==> src/rtl/uart_rx_param.sv <==
// Parametrised UART receiver: 2-flop synchroniser, mid-bit sampling, start-glitch rejection,
// optional odd/even parity, framing/parity flags qualified by a one-cycle out_valid strobe.
module uart_rx_param #(
  parameter int CLKS_PER_BIT = 434,
  parameter int DATA_BITS    = 8,
  parameter int PARITY       = 0
) (
  input  logic                 clk,
  input  logic                 rst,
  input  logic                 RXD,
  output logic [DATA_BITS-1:0] out,
  output logic                 out_valid,
  output logic                 frame_err,
  output logic                 parity_err,
  output logic                 busy
);

  localparam int CNT_W = $clog2(CLKS_PER_BIT);
  localparam int IDX_W = $clog2(DATA_BITS + 1);
  localparam int HALF  = CLKS_PER_BIT / 2;

  localparam logic [CNT_W-1:0] CNT_LAST = CNT_W'(CLKS_PER_BIT - 1);
  localparam logic [CNT_W-1:0] CNT_MID  = CNT_W'(HALF - 1);
  localparam logic [IDX_W-1:0] IDX_LAST = IDX_W'(DATA_BITS - 1);
  localparam logic             PAR_ODD  = (PARITY == 1);

  typedef enum logic [2:0] {
    S_IDLE,
    S_START,
    S_DATA,
    S_PARITY,
    S_STOP,
    S_WAIT_HIGH
  } state_t;

  state_t               state_q, state_d;
  logic [1:0]           sync_q;
  logic                 rx_s;
  logic [CNT_W-1:0]     cnt_q, cnt_d;
  logic [IDX_W-1:0]     idx_q, idx_d;
  logic [DATA_BITS-1:0] shift_q, shift_d;
  logic                 pmis_q, pmis_d;
  logic [DATA_BITS-1:0] out_q, out_d;
  logic                 valid_q, valid_d;
  logic                 ferr_q, ferr_d;
  logic                 perr_q, perr_d;
  logic                 bit_end;

  function automatic logic parity_mismatch(input logic [DATA_BITS-1:0] data, input logic pbit);
    if (PARITY == 0) begin
      return 1'b0;
    end
    return ((^data) ^ pbit) != PAR_ODD;
  endfunction

  assign rx_s    = sync_q[1];
  assign bit_end = (cnt_q == CNT_LAST);

  // Control state, synchroniser and output registers
  always_ff @(posedge clk) begin
    if (rst) begin
      sync_q  <= 2'b11;
      state_q <= S_IDLE;
      cnt_q   <= '0;
      idx_q   <= '0;
      pmis_q  <= 1'b0;
      out_q   <= '0;
      valid_q <= 1'b0;
      ferr_q  <= 1'b0;
      perr_q  <= 1'b0;
    end else begin
      sync_q  <= {sync_q[0], RXD};
      state_q <= state_d;
      cnt_q   <= cnt_d;
      idx_q   <= idx_d;
      pmis_q  <= pmis_d;
      out_q   <= out_d;
      valid_q <= valid_d;
      ferr_q  <= ferr_d;
      perr_q  <= perr_d;
    end
  end

  // Shift register holds only data and needs no reset
  always_ff @(posedge clk) begin
    shift_q <= shift_d;
  end

  always_comb begin
    state_d = state_q;
    cnt_d   = cnt_q;
    idx_d   = idx_q;
    shift_d = shift_q;
    pmis_d  = pmis_q;
    out_d   = out_q;
    valid_d = 1'b0;
    ferr_d  = ferr_q;
    perr_d  = perr_q;

    case (state_q)
      S_IDLE: begin
        if (!rx_s) begin
          state_d = S_START;
          cnt_d   = '0;
        end
      end

      S_START: begin
        if (cnt_q == CNT_MID) begin
          cnt_d = '0;
          idx_d = '0;
          // A start bit that is gone by mid-bit is line noise
          state_d = rx_s ? S_IDLE : S_DATA;
        end else begin
          cnt_d = cnt_q + CNT_W'(1);
        end
      end

      S_DATA: begin
        if (bit_end) begin
          cnt_d   = '0;
          shift_d = {rx_s, shift_q[DATA_BITS-1:1]};
          idx_d   = idx_q + IDX_W'(1);
          if (idx_q == IDX_LAST) begin
            state_d = (PARITY != 0) ? S_PARITY : S_STOP;
          end
        end else begin
          cnt_d = cnt_q + CNT_W'(1);
        end
      end

      S_PARITY: begin
        if (bit_end) begin
          cnt_d   = '0;
          pmis_d  = parity_mismatch(shift_q, rx_s);
          state_d = S_STOP;
        end else begin
          cnt_d = cnt_q + CNT_W'(1);
        end
      end

      S_STOP: begin
        if (bit_end) begin
          cnt_d   = '0;
          out_d   = shift_q;
          valid_d = 1'b1;
          ferr_d  = ~rx_s;
          perr_d  = (PARITY != 0) ? pmis_q : 1'b0;
          // Leaving at mid-stop lets a back-to-back start edge be caught
          state_d = rx_s ? S_IDLE : S_WAIT_HIGH;
        end else begin
          cnt_d = cnt_q + CNT_W'(1);
        end
      end

      S_WAIT_HIGH: begin
        if (rx_s) begin
          state_d = S_IDLE;
        end
      end

      default: begin
        state_d = S_IDLE;
      end
    endcase
  end

  assign out        = out_q;
  assign out_valid  = valid_q;
  assign frame_err  = ferr_q;
  assign parity_err = perr_q;
  assign busy       = (state_q != S_IDLE);

endmodule

==> config.mk <==
export PLATFORM = sky130hd
export DESIGN_NAME = uart_rx_param
export DESIGN_NICKNAME = d
export VERILOG_FILES = /design/src/rtl/uart_rx_param.sv
export SDC_FILE = /design/constraint.sdc
export NUM_CORES = 1
export LEC_CHECK = 0
export BUFFER_PORTS_ARGS = -buffer_cell sky130_fd_sc_hd__clkbuf_2
export CAP_MARGIN = 20
export CORE_MARGIN = 2
export CORE_UTILIZATION = 62
export CTS_CLUSTER_SIZE = 12
export DETAILED_ROUTE_END_ITERATION = 10
export PLACE_DENSITY = 0.93
export SKIP_LAST_GASP = 1
export SLEW_MARGIN = 10
export SYNTH_ARGS = -nofsm -noshare
export SYNTH_HDL_FRONTEND = slang
export SYNTH_SLANG_ARGS = --single-unit
==> constraint.sdc <==
create_clock -name clk -period 5.5 [get_ports clk]
set_clock_uncertainty 0.15 [all_clocks]
set_input_delay 0.55 -clock clk [delete_from_list [all_inputs] [get_ports clk]]
set_output_delay 0.55 -clock clk [all_outputs]
set_load 0.05 [all_outputs]
## After elaboration in Yosys (flattened, before gate mapping)

Index checks and enable logic that the tools add are counted.

| cells by class | value |
|---|---|
| add/sub/neg operators | 2 |
| equal/unequal tests | 15 |
| multiplexer cells | 18 |
| bitwise gates (word level) | 2 |
| reduce and logical (&&, ||, !) cells | 11 |

Operators with widths:

| kind | number |
|---|---|
| $mux 9 | 3 |
| $pmux 9 s3 | 1 |
| $mux 3 | 8 |
| $pmux 3 s6 | 1 |
| $ne 2x2->1 const B | 7 |
| $add 9x1->9 const B | 1 |
| $eq 9x8->1 const B | 1 |
| $eq 9x9->1 const B | 1 |
| $mux 4 | 2 |
| $pmux 4 s2 | 1 |
| $reduce_and 7->1 | 1 |
| $eq 3x2->1 const B | 2 |
| $eq 3x3->1 const B | 2 |
| $reduce_and 2->1 | 3 |
| $reduce_bool 3->1 | 2 |
| $add 4x1->4 const B | 1 |
| $eq 4x3->1 const B | 1 |
| $eq 3x1->1 const B | 1 |
| $logic_not 3->1 | 1 |
| $reduce_and 3->1 | 1 |
| $reduce_or 3->1 | 1 |
| $mux 2 | 1 |
| $not 1->1 | 2 |
| $reduce_bool 2->1 | 1 |
| 2 further kinds | 2 |

| word-level totals | value |
|---|---|
| register bits | 36 |
| input bits | 3 |
| output and inout bits | 12 |
| word-level logic and storage cells | 56 |

## Longest topological paths before layout

| depth | value |
|---|---|
| word-level depth | 4 |
| gate-level depth with buffers | 8 |
| gate-level depth less buffers | 7 |

## Worst setup path after synthesis

No wires, ideal clock.

| path | value |
|---|---|
| path type | register to register |
| start | reg cnt_q[0] |
| end | reg shift_q[0], enable pin |
| setup time | 0.373 ns |
| arrival | 1.596 ns |
| data required time | 4.977 ns |
| path slack | 3.381 ns |
| cell stages (with the launch flop) | 6 |
| path buffers | 1 |
| clock period less this slack | 2.119 ns |
| cells stage by stage | dfxtp_1 > ha_1 > nand4bb_4 > nor3_4 > buf_4 > nor3b_2 |

| on the way | value |
|---|---|
| cells in the longest elaborated chain, start to end | 2 |

RTL lines:

| what | RTL line | source |
|---|---|---|
| start: declaration | 39 | `logic [CNT_W-1:0] cnt_q, cnt_d;` |
| start signal: assignment | 74 | `cnt_q <= cnt_d;` |
| $eq 9x9->1 | 57 | `assign bit_end = (cnt_q == CNT_LAST);` |
| $reduce_and 2->1 (no line) | n/a |  |
| end signal: assignment | 86 | `shift_q <= shift_d;` |
| end: declaration | 41 | `logic [DATA_BITS-1:0] shift_q, shift_d;` |

No other way between the ends.
A chain may end at the register's enable or synchronous reset.

## Worst setup path after layout

| path | value |
|---|---|
| start | reg cnt_q[1] |
| end | reg shift_q[1], enable pin |

The elaborated chain is that of the path after synthesis.

==> flow_metrics.py <==
metrics = {
    "clocking": {
        "clk_path_buf_depth": 2,
        "cts_made_buffers": 5,
        "clk_latency_ps": 330,
        "cts_htree_levels": 2,
        "cts_resized": 0,
        "cts_sinks": 36,
        "cts_root_buffer": "clkbuf_4",
        "clk_pin_slew_ps": 110,
        "cts_tree": "done",
        "hold_buffers": 0,
        "cts_setup_buffers": 0,
    },
    "sta": {
        "fin_crit_ps": 2390,
        "clock.fmax_ghz": 0.418,
        "rsz0062_at_grt": "false",
        "setup_viol": 0,
        "hold_viol_final": 0,
        "tightest_slew_ps": 846,
        "period_share_pct": 43.4,
        "fin_setup_tns_ps": 0,
        "relSlewSlack_pct": 43.6,
        "slew_violations": 0,
    },
    "status": {
        "outcome": "completed",
    },
    "critical_path": {
        "crit_required_ps": 5330,
        "cp.arrival_ps": 2220,
        "rr_startpoint": "cnt_q[1]$_SDFFE_PP0P_",
        "startpoint_type": "flip-flop",
        "path_class": "reg2reg",
        "worstPathMaxFanout": 16,
        "rrSetupSlack_ps": 3110,
        "cp-end-kind": "flip-flop",
        "r2r_end": "shift_q[1]$_DFFE_PP_",
        "critPathLaunch": "cnt_q[1]$_SDFFE_PP0P_",
        "rr_worst_depth": 5,
    },
    "placement": {
        "port_buffers": 13,
        "dp_cells": 214,
        "dp_hpwl_um": 2160,
        "place_congestion": 0.786,
    },
    "drt": {
        "wirelength_um": 3070,
        "route.detailed.drc": 0,
        "antenna_left": 0,
        "via_count": 1313,
        "routedWlPerCell_um": 13.8,
        "dr.pass1.iters": 4,
        "via_per_inst": 5.91,
        "drt_iter0_drc": 68,
    },
    "hold_path": {
        "hold_depth": 2,
        "hp-class": "in2reg",
        "min-delay-start": "RXD",
        "min_to": "sync_q[0]$_SDFF_PP1_",
    },
    "layout": {
        "antennaDiodeCount": 0,
        "syn2layout_area_growth_pct": 6.13,
        "fin_nets": 198,
        "fin_cells": 222,
        "utilization_pct": 70.4,
        "drive_gt1_share_pct": 17.2,
    },
    "floorplan": {
        "ios": 15,
        "fp.dieW_um": 55.9,
        "coreArea_um2": 2520,
        "die_y_um": 55.9,
        "dieArea_um2": 3130,
        "placementRows": 18,
        "start_util_pct": 66.3,
    },
    "global_route": {
        "antenna_found_initial": 0,
        "grt_max_degree": 28,
        "grt.total_usage_pct": 21.7,
        "grt.overflow.total": 0,
        "first_global_vias": 1226,
        "grt_first_pass_wirelength_um": 5370,
    },
    "power": {
        "total_power_mw": 0.436,
        "vdd_drop_max_mv": 0.226,
        "p_leak_nw": 0.583,
        "powerDensity_nw_per_um2": 245,
    },
    "synthesis": {
        "synth_area_leaders": "dfxtp_1 (34%), edfxtp_1 (14%), nand2_1 (6.5%)",
        "synth-seq-cells": 36,
        "yosys.cell_types.count": 39,
        "synth_nets": 188,
        "ys_seq_area_share_pct": 47.9,
        "yosys_warnings": 0,
        "syn_inst": 181,
        "synth.avg_cell_area_um2": 9.24,
        "synth_top_area_share_pct": 33.5,
        "synth_top_cell_by_area": "dfxtp_1",
        "syn_area_um2": 1670,
    },
    "job": {
        "drv_cap": 0,
    },
}
-- cell families (layout without fill, tap and decap cells) --
logic type | after synthesis | count (layout) | synth area share [%]
compound gates | 29 | 29 | 10.5
xor+xnor | 2 | 2 | 1.05
fa+ha+maj | 4 | 4 | 2.99
buf+inv | 14 | 25 | 4.41
flops | 36 | 36 | 47.9
mux | 2 | 2 | 1.20
other cells | 1 | 1 | 0.224
simple gates | 93 | 93 | 31.7
-- metal layers --
metal / up-vias / wire, um / GRT usage [%] / share of wire, %
met5: - / 0 / 0 / 0
met4: 0 / 42 / 7.14 / 1.4
met3: 6 / 174 / 7.44 / 5.7
met2: 42 / 1540 / 36.6 / 50
met1: 610 / 1310 / 26.0 / 43
li1: 655 / - / - / -
-- stage by stage --
stage | cell area, um^2 | hold WS [ps] | worst slack (ps)
4_1_cts | 1780 | 227 | 3100
2_1_floorplan | 1670 | 239 | 3380
5_1_grt | 1780 | 217 | 2860
3_3_place_gp | 1720 | 248 | 3220
6_report | 1780 | 239 | 3110
3_5_place_dp | 1720 | 244 | 3110
-- worst max path at each step --
stage                                  to  slack, ps  cells after the start
finish               shift_q[1]$_DFFE_PP_       3110                      5
global route        idx_q[0]$_SDFFE_PP0P_       2860                      7
CTS                  shift_q[1]$_DFFE_PP_       3100                      5
detailed placement   shift_q[1]$_DFFE_PP_       3110                      5
global placement     shift_q[5]$_DFFE_PP_       3220                      4
floorplan            shift_q[0]$_DFFE_PP_       3380                      5
-- layout by cell type, fill, tap and decap left out, drive strengths merged, types with 2 or more instances in the layout --
master  count
nand2b      4
a31oi       7
dfxtp      28
clkbuf     20
or2         5
xnor2       2
a21oi      13
mux2i       2
nor4        2
ha          4
nand2      30
or3         2
nor2       15
nor3        6
nor3b       2
o21ai       6
nand3      15
inv         4
nand3b      4
edfxtp      8
nor4b       3
-- registers in the layout, summed over array words and instances (netlist names) --
register and flops:
state_q 3, shift_q 8, sync_q 2, out_valid 1, frame_err 1, out 8, idx_q 4, cnt_q 9
-- synthesized netlist by cell type (all sizes together) --
| master | count |
|---|---|
| conb | 1 |
| or2 | 5 |
| or4b | 1 |
| nand2 | 30 |
| a31oi | 7 |
| o21ai | 6 |
| nand4bb | 1 |
| or3 | 2 |
| nor4b | 3 |
| nor3b | 2 |
| nor4 | 2 |
| inv | 4 |
| nand2b | 4 |
| edfxtp | 8 |
| a41oi | 1 |
| nor3 | 6 |
| dfxtp | 28 |
| nand3b | 4 |
| nor2 | 15 |
| ha | 4 |
| clkbuf | 5 |
| a21oi | 13 |
| nand4 | 1 |
| nand4b | 1 |
| xnor2 | 2 |
| a2111oi | 1 |
| nor2b | 1 |
| o32ai | 1 |
| mux2i | 2 |
| nand3 | 15 |
| buf | 5 |
-- layout make-up --
type | count | area [um^2]
Clock buffer | 7 | 55.1
Multi-Input combinational cell | 131 | 798
Sequential cell | 36 | 801
Timing Repair Buffer | 13 | 65.1
Fill cell | 212 | 747
Clock inverter | 1 | 3.75
Tap cell | 30 | 37.5
Inverter | 4 | 15.0
-- critical path, stage by stage, from the launching register on --
cell and delay [ps]:
dfxtp_1 350, inv_1 90, ha_1 190, nand4bb_4 140
nor3_4 480, nor3b_2 630
-- where the power goes --
group / total [mW] / internal [mW] / leakage [nW] / switching [mW]
sequential: 0.273 / 0.270 / 0.298 / 0.00289
clock: 0.145 / 0.0613 / 0.0329 / 0.0839
combinational: 0.0173 / 0.00455 / 0.252 / 0.0128
Power figures use the tool's default switching activity.
